### config.mk
export PLATFORM = sky130hd
export DESIGN_NAME = iter_shifter
export DESIGN_NICKNAME = d
export VERILOG_FILES = /design/src/rtl/iter_shifter.sv
export SDC_FILE = /design/constraint.sdc
export NUM_CORES = 1
export LEC_CHECK = 0
export BUFFER_PORTS_ARGS = -buffer_cell sky130_fd_sc_hd__buf_2
export CORE_MARGIN = 4
export CORE_UTILIZATION = 47
export CTS_BUF_LIST = sky130_fd_sc_hd__clkbuf_8
export DETAILED_ROUTE_END_ITERATION = 16
export GPL_TIMING_DRIVEN = 0
export MAX_ROUTING_LAYER = met4
export PLACE_DENSITY = 0.89
export SLEW_MARGIN = 5
export SYNTH_ARGS = -nofsm -noshare
export SYNTH_HDL_FRONTEND = slang
export SYNTH_SLANG_ARGS = --single-unit
### constraint.sdc
create_clock -name clk_i -period 1.7 [get_ports clk_i]
set_input_delay 0.255 -clock clk_i [delete_from_list [all_inputs] [get_ports clk_i]]
set_output_delay 0.255 -clock clk_i [all_outputs]
set_load 0.01 [all_outputs]
### src/rtl/iter_shifter.sv
// iter_shifter: multi-cycle RV32I shift unit (SLL/SRL/SRA).
// One 1-bit shift stage plus a down-counter replaces a full barrel shifter;
// an operation with shift amount N returns its result N+1 edges after accept.
//
// Ports:
//   clk_i           system clock, rising edge
//   rst_ni          asynchronous active-low reset
//   start_valid_i   request present
//   start_ready_o   unit can accept a request this cycle
//   op_i            00=SLL, 01=SRL, 10=SRA, 11=reserved (runs as SRL)
//   operand_i       value to shift
//   shamt_i         shift amount, 0..XLEN-1
//   result_valid_o  result available
//   result_ready_i  consumer takes the result
//   result_o        shifted value (driven straight from the data register)
//   busy_o          high whenever the unit is not idle
module iter_shifter #(
    parameter int unsigned XLEN    = 32,
    parameter int unsigned SHAMT_W = 5
) (
    input  logic               clk_i,
    input  logic               rst_ni,
    input  logic               start_valid_i,
    output logic               start_ready_o,
    input  logic [1:0]         op_i,
    input  logic [XLEN-1:0]    operand_i,
    input  logic [SHAMT_W-1:0] shamt_i,
    output logic               result_valid_o,
    input  logic               result_ready_i,
    output logic [XLEN-1:0]    result_o,
    output logic               busy_o
);

    localparam logic [1:0] OpSll = 2'b00;
    localparam logic [1:0] OpSra = 2'b10;

    typedef enum logic [1:0] {
        StIdle,
        StShift,
        StDone
    } state_e;

    state_e             state_q, state_d;
    logic [XLEN-1:0]    data_q, data_d;
    logic [SHAMT_W-1:0] count_q, count_d;
    logic [1:0]         op_q, op_d;
    logic               accept;
    logic [XLEN-1:0]    data_shifted;

    // DONE can hand off its result and take a new request on the same edge.
    assign start_ready_o  = (state_q == StIdle) | ((state_q == StDone) & result_ready_i);
    assign accept         = start_valid_i & start_ready_o;
    assign result_valid_o = (state_q == StDone);
    assign busy_o         = (state_q != StIdle);
    assign result_o       = data_q;

    // Single 1-bit shift stage; the SRA fill bit is the current MSB, which
    // never changes during an arithmetic right shift.
    always_comb begin
        data_shifted = data_q;
        case (op_q)
            OpSll:   data_shifted = {data_q[XLEN-2:0], 1'b0};
            OpSra:   data_shifted = {data_q[XLEN-1], data_q[XLEN-1:1]};
            default: data_shifted = {1'b0, data_q[XLEN-1:1]};
        endcase
    end

    always_comb begin
        state_d = state_q;
        data_d  = data_q;
        count_d = count_q;
        op_d    = op_q;

        unique case (state_q)
            StIdle: begin
                if (accept) begin
                    data_d  = operand_i;
                    count_d = shamt_i;
                    op_d    = op_i;
                    state_d = StShift;
                end
            end
            StShift: begin
                // Zero check comes before the decrement, so count never wraps.
                if (count_q == '0) begin
                    state_d = StDone;
                end else begin
                    data_d  = data_shifted;
                    count_d = count_q - SHAMT_W'(1);
                end
            end
            StDone: begin
                if (result_ready_i) begin
                    if (start_valid_i) begin
                        data_d  = operand_i;
                        count_d = shamt_i;
                        op_d    = op_i;
                        state_d = StShift;
                    end else begin
                        state_d = StIdle;
                    end
                end
            end
            default: state_d = StIdle;
        endcase
    end

    always_ff @(posedge clk_i or negedge rst_ni) begin
        if (!rst_ni) begin
            state_q <= StIdle;
            data_q  <= '0;
            count_q <= '0;
            op_q    <= '0;
        end else begin
            state_q <= state_d;
            data_q  <= data_d;
            count_q <= count_d;
            op_q    <= op_d;
        end
    end

endmodule

==> flow_summary.toml <==
[outcome]
status = "complete, but fails checks"
violations = "negative setup slack"

[drt]
drtIter0Drc = 97
via_per_inst = 5.36
wl_um = 6470
vias = 2133
drc_errors = 0
ant_nets = 0
drt_pass1_iterations = 4
wire_per_inst_um = 16.3

[synth]
synth_edf_count = 0
yosysTopAreaCell = "dfrtp_1"
syn_area_um2 = 2340
synth.distinct_cells = 30
synth_flop_cell = "dfrtp_1"
synth_top_family_by_area = "multiplexers"
synth-compound-area-share_pct = 12.1
ys_ff_latch = 41
synth_nets = 273
synth_cells = 229
synth_top_cell_area_share_pct = 43.9
synth_common_cells = "dfrtp_1, nand2_1, o21ai_0"
syn_area_per_cell_um2 = 10.2
muxShareOfSynthArea_pct = 28.9
yosysWarnings = 0
async_flop_share_pct = 100
synth_area_leaders = "dfrtp_1, mux2_1, mux2i_1"
synth_most_common_cell = "dfrtp_1"
synth_seq_area_share_pct = 43.9
synth_fa_ha_area_share_pct = 0.536
synth-simple-area-share_pct = 9.86
synthXorXnorAreaFrac_pct = 0

[clocking]
root_buffer = "clkbuf_8"
clk_latency_ps = 300
tritoncts = "built"
cts_sinks = 41
path_clk_slew_ps = 80
htree_levels = 2
numCtsBuffers = 5
cts_buffer_depth = 2

[pwr]
p_seq_share_pct = 24.8
clock_power_share_pct = 8.6
comb_power_share_pct = 66.6
p_sw_share_pct = 39.8
p_sw_mw = 3.23
vdd_ir_drop_max_mv = 1.24
power.total_mw = 8.12
power_density_nw_per_um2 = 2470
intPower_mw = 4.89
leakage_nw = 1.67

[sta]
slew_headroom_pct = 37.4
max_freq_ghz = 0.530
fin_crit_sh_pct = 111
finalMaxSlewViolations = 0
worst_pin_slew_ps = 938
period_needed_ps = 1890
grt_setup_unrepaired = "true"
setup_slack_ps = -188
finalHoldViolations = 0
fin_skew_ps = 4.76
setup_viol_count_final = 35
hold_slack_ps = 94.1

[layout]
fillers = 384
drive_gt1_share_pct = 48.6
syn_to_final_growth_pct = 40.7
final_util_pct = 69.1
nets = 374
diodes = 0
fin_area_um2 = 3290

[worst_setup_path]
critical_path_arrival_ps = 2070
worstSetupEndpoint = "result_o[5]"
rrSetupSlack_ps = -190
reg2reg_depth = 7
crit_path_end_kind = "flip-flop"
critPathMaxFanout = 5
timing.rr.end = "result_o[5]"
worstSetupStartpointType = "flip-flop"
startpoint = "count_q[1]"
crit_type = "flip-flop to flip-flop"
required_ps = 1880
r2r_start = "count_q[1]"

[min_path]
hp-class = "input pin to async pin"

[placement]
port-buffer-count = 77
place_congestion = 0.814
place_ws_ps = -336
dpl.hpwl_um = 4280
placed_area_um2 = 2830

[global_route]
antenna_found_initial = 0
grt_pass1_wl_um = 9970
grt_max_degree = 42
gr-total-overflow = 0
grt_usage_pct = 21.0
grt_pass1_vias = 2064

[floorplan]
die-area_um2 = 6160
dieHeight_um = 78.5
initial_utilization_pct = 49.1
die_w_um = 78.5
io_pins = 78
rows = 25
core-area_um2 = 4750

[job]
maxCapViolCount = 0
[final cells by class]
type	count	area [µm²]	share of cell area, %
multi-input cells	168	1360	41.4
repair inverters	1	6.26	0.190
inverters	6	30.0	0.914
plain buffers	14	110	3.35
clock buffers	7	96.3	2.93
flip-flops and latches	41	1030	31.3
clock inverters	1	5.00	0.152
well taps	67	83.8	2.55
repair buffers	93	568	17.3
[how the worst min path moves through the flow]
stage	from	slack [ps]	depth (start not counted)	end
after floorplan	rst_ni	-40	0	count_q[0]
after global routing	rst_ni	170	1	result_o[16]
after global placement	rst_ni	430	1	result_o[16]
final	rst_ni	90	1	result_o[16]
after CTS	rst_ni	130	1	result_o[11]
after detailed placement	rst_ni	450	1	result_o[17]
[power groups by stage]
stage                     registers (mW)  clock network, mW  logic [mW]
after CTS                           1.98              0.726        4.55
after global placement              1.95                  0        3.62
after floorplan                     2.05                  0        2.61
final                               2.01              0.701        5.41
after detailed placement            1.99                  0        3.82
after global routing                2.09              0.766        5.82
[cell usage in the layout (no fill, tap or decap), types with 2 or more instances in the layout]
master / count
mux2_2: 2
buf_6: 2
mux2i_1: 30
buf_8: 2
a211oi_2: 2
a21oi_1: 3
clkbuf_2: 2
buf_4: 13
clkbuf_8: 7
clkbuf_16: 2
nand2_1: 36
dfrtp_1: 40
o21ai_1: 2
clkbuf_1: 2
inv_2: 2
mux2_4: 30
buf_2: 81
o21ai_0: 33
a22oi_1: 2
o21ai_2: 3
nor3_1: 2
nor2_1: 8
nand2b_1: 3
inv_1: 3
[layer usage]
| metal | share of wire (%) | up-vias | global-route usage [%] |
|---|---|---|---|
| met5 | 0 | - | - |
| met4 | 2.0 | 0 | 7.34 |
| met3 | 5.6 | 11 | 3.10 |
| met2 | 48 | 76 | 33.4 |
| met1 | 44 | 1039 | 27.5 |
| li1 | - | 1007 | - |
[critical path: stages, from the launching register on]
cell and delay, ps:
dfrtp_1 370, inv_2 60, ha_4 150, nor3b_4 140
a221o_2 460, inv_4 130, buf_8 140, mux2_4 310
[per-stage QoR]
step                      setup TNS [ps]  std cells
after floorplan                    -3890        229
after global placement             -8470        373
after detailed placement           -9650        373
after CTS                          -5520        389
after global routing               -7020        398
final                              -5520        398
[registers in the layout, indices dropped and copies added, names as in the netlist]
signal    flops
result_o     32
count_q       5
op_q          2
state_q       2
[timing repair]
item,CTS,global route
pin swaps,1,2
gates resized for setup,25,29
gates cloned,1,3
setup buffers,7,6
hold buffers,0,0
setup endpoints to repair,32,37
[logic make-up after synthesis]
group | count (synthesis)
compound gates | 50
mux | 63
buf+inv | 20
simple gates | 54
fa+ha+maj | 1
flops | 41
Note: power is estimated with default switching activity, not from simulation.
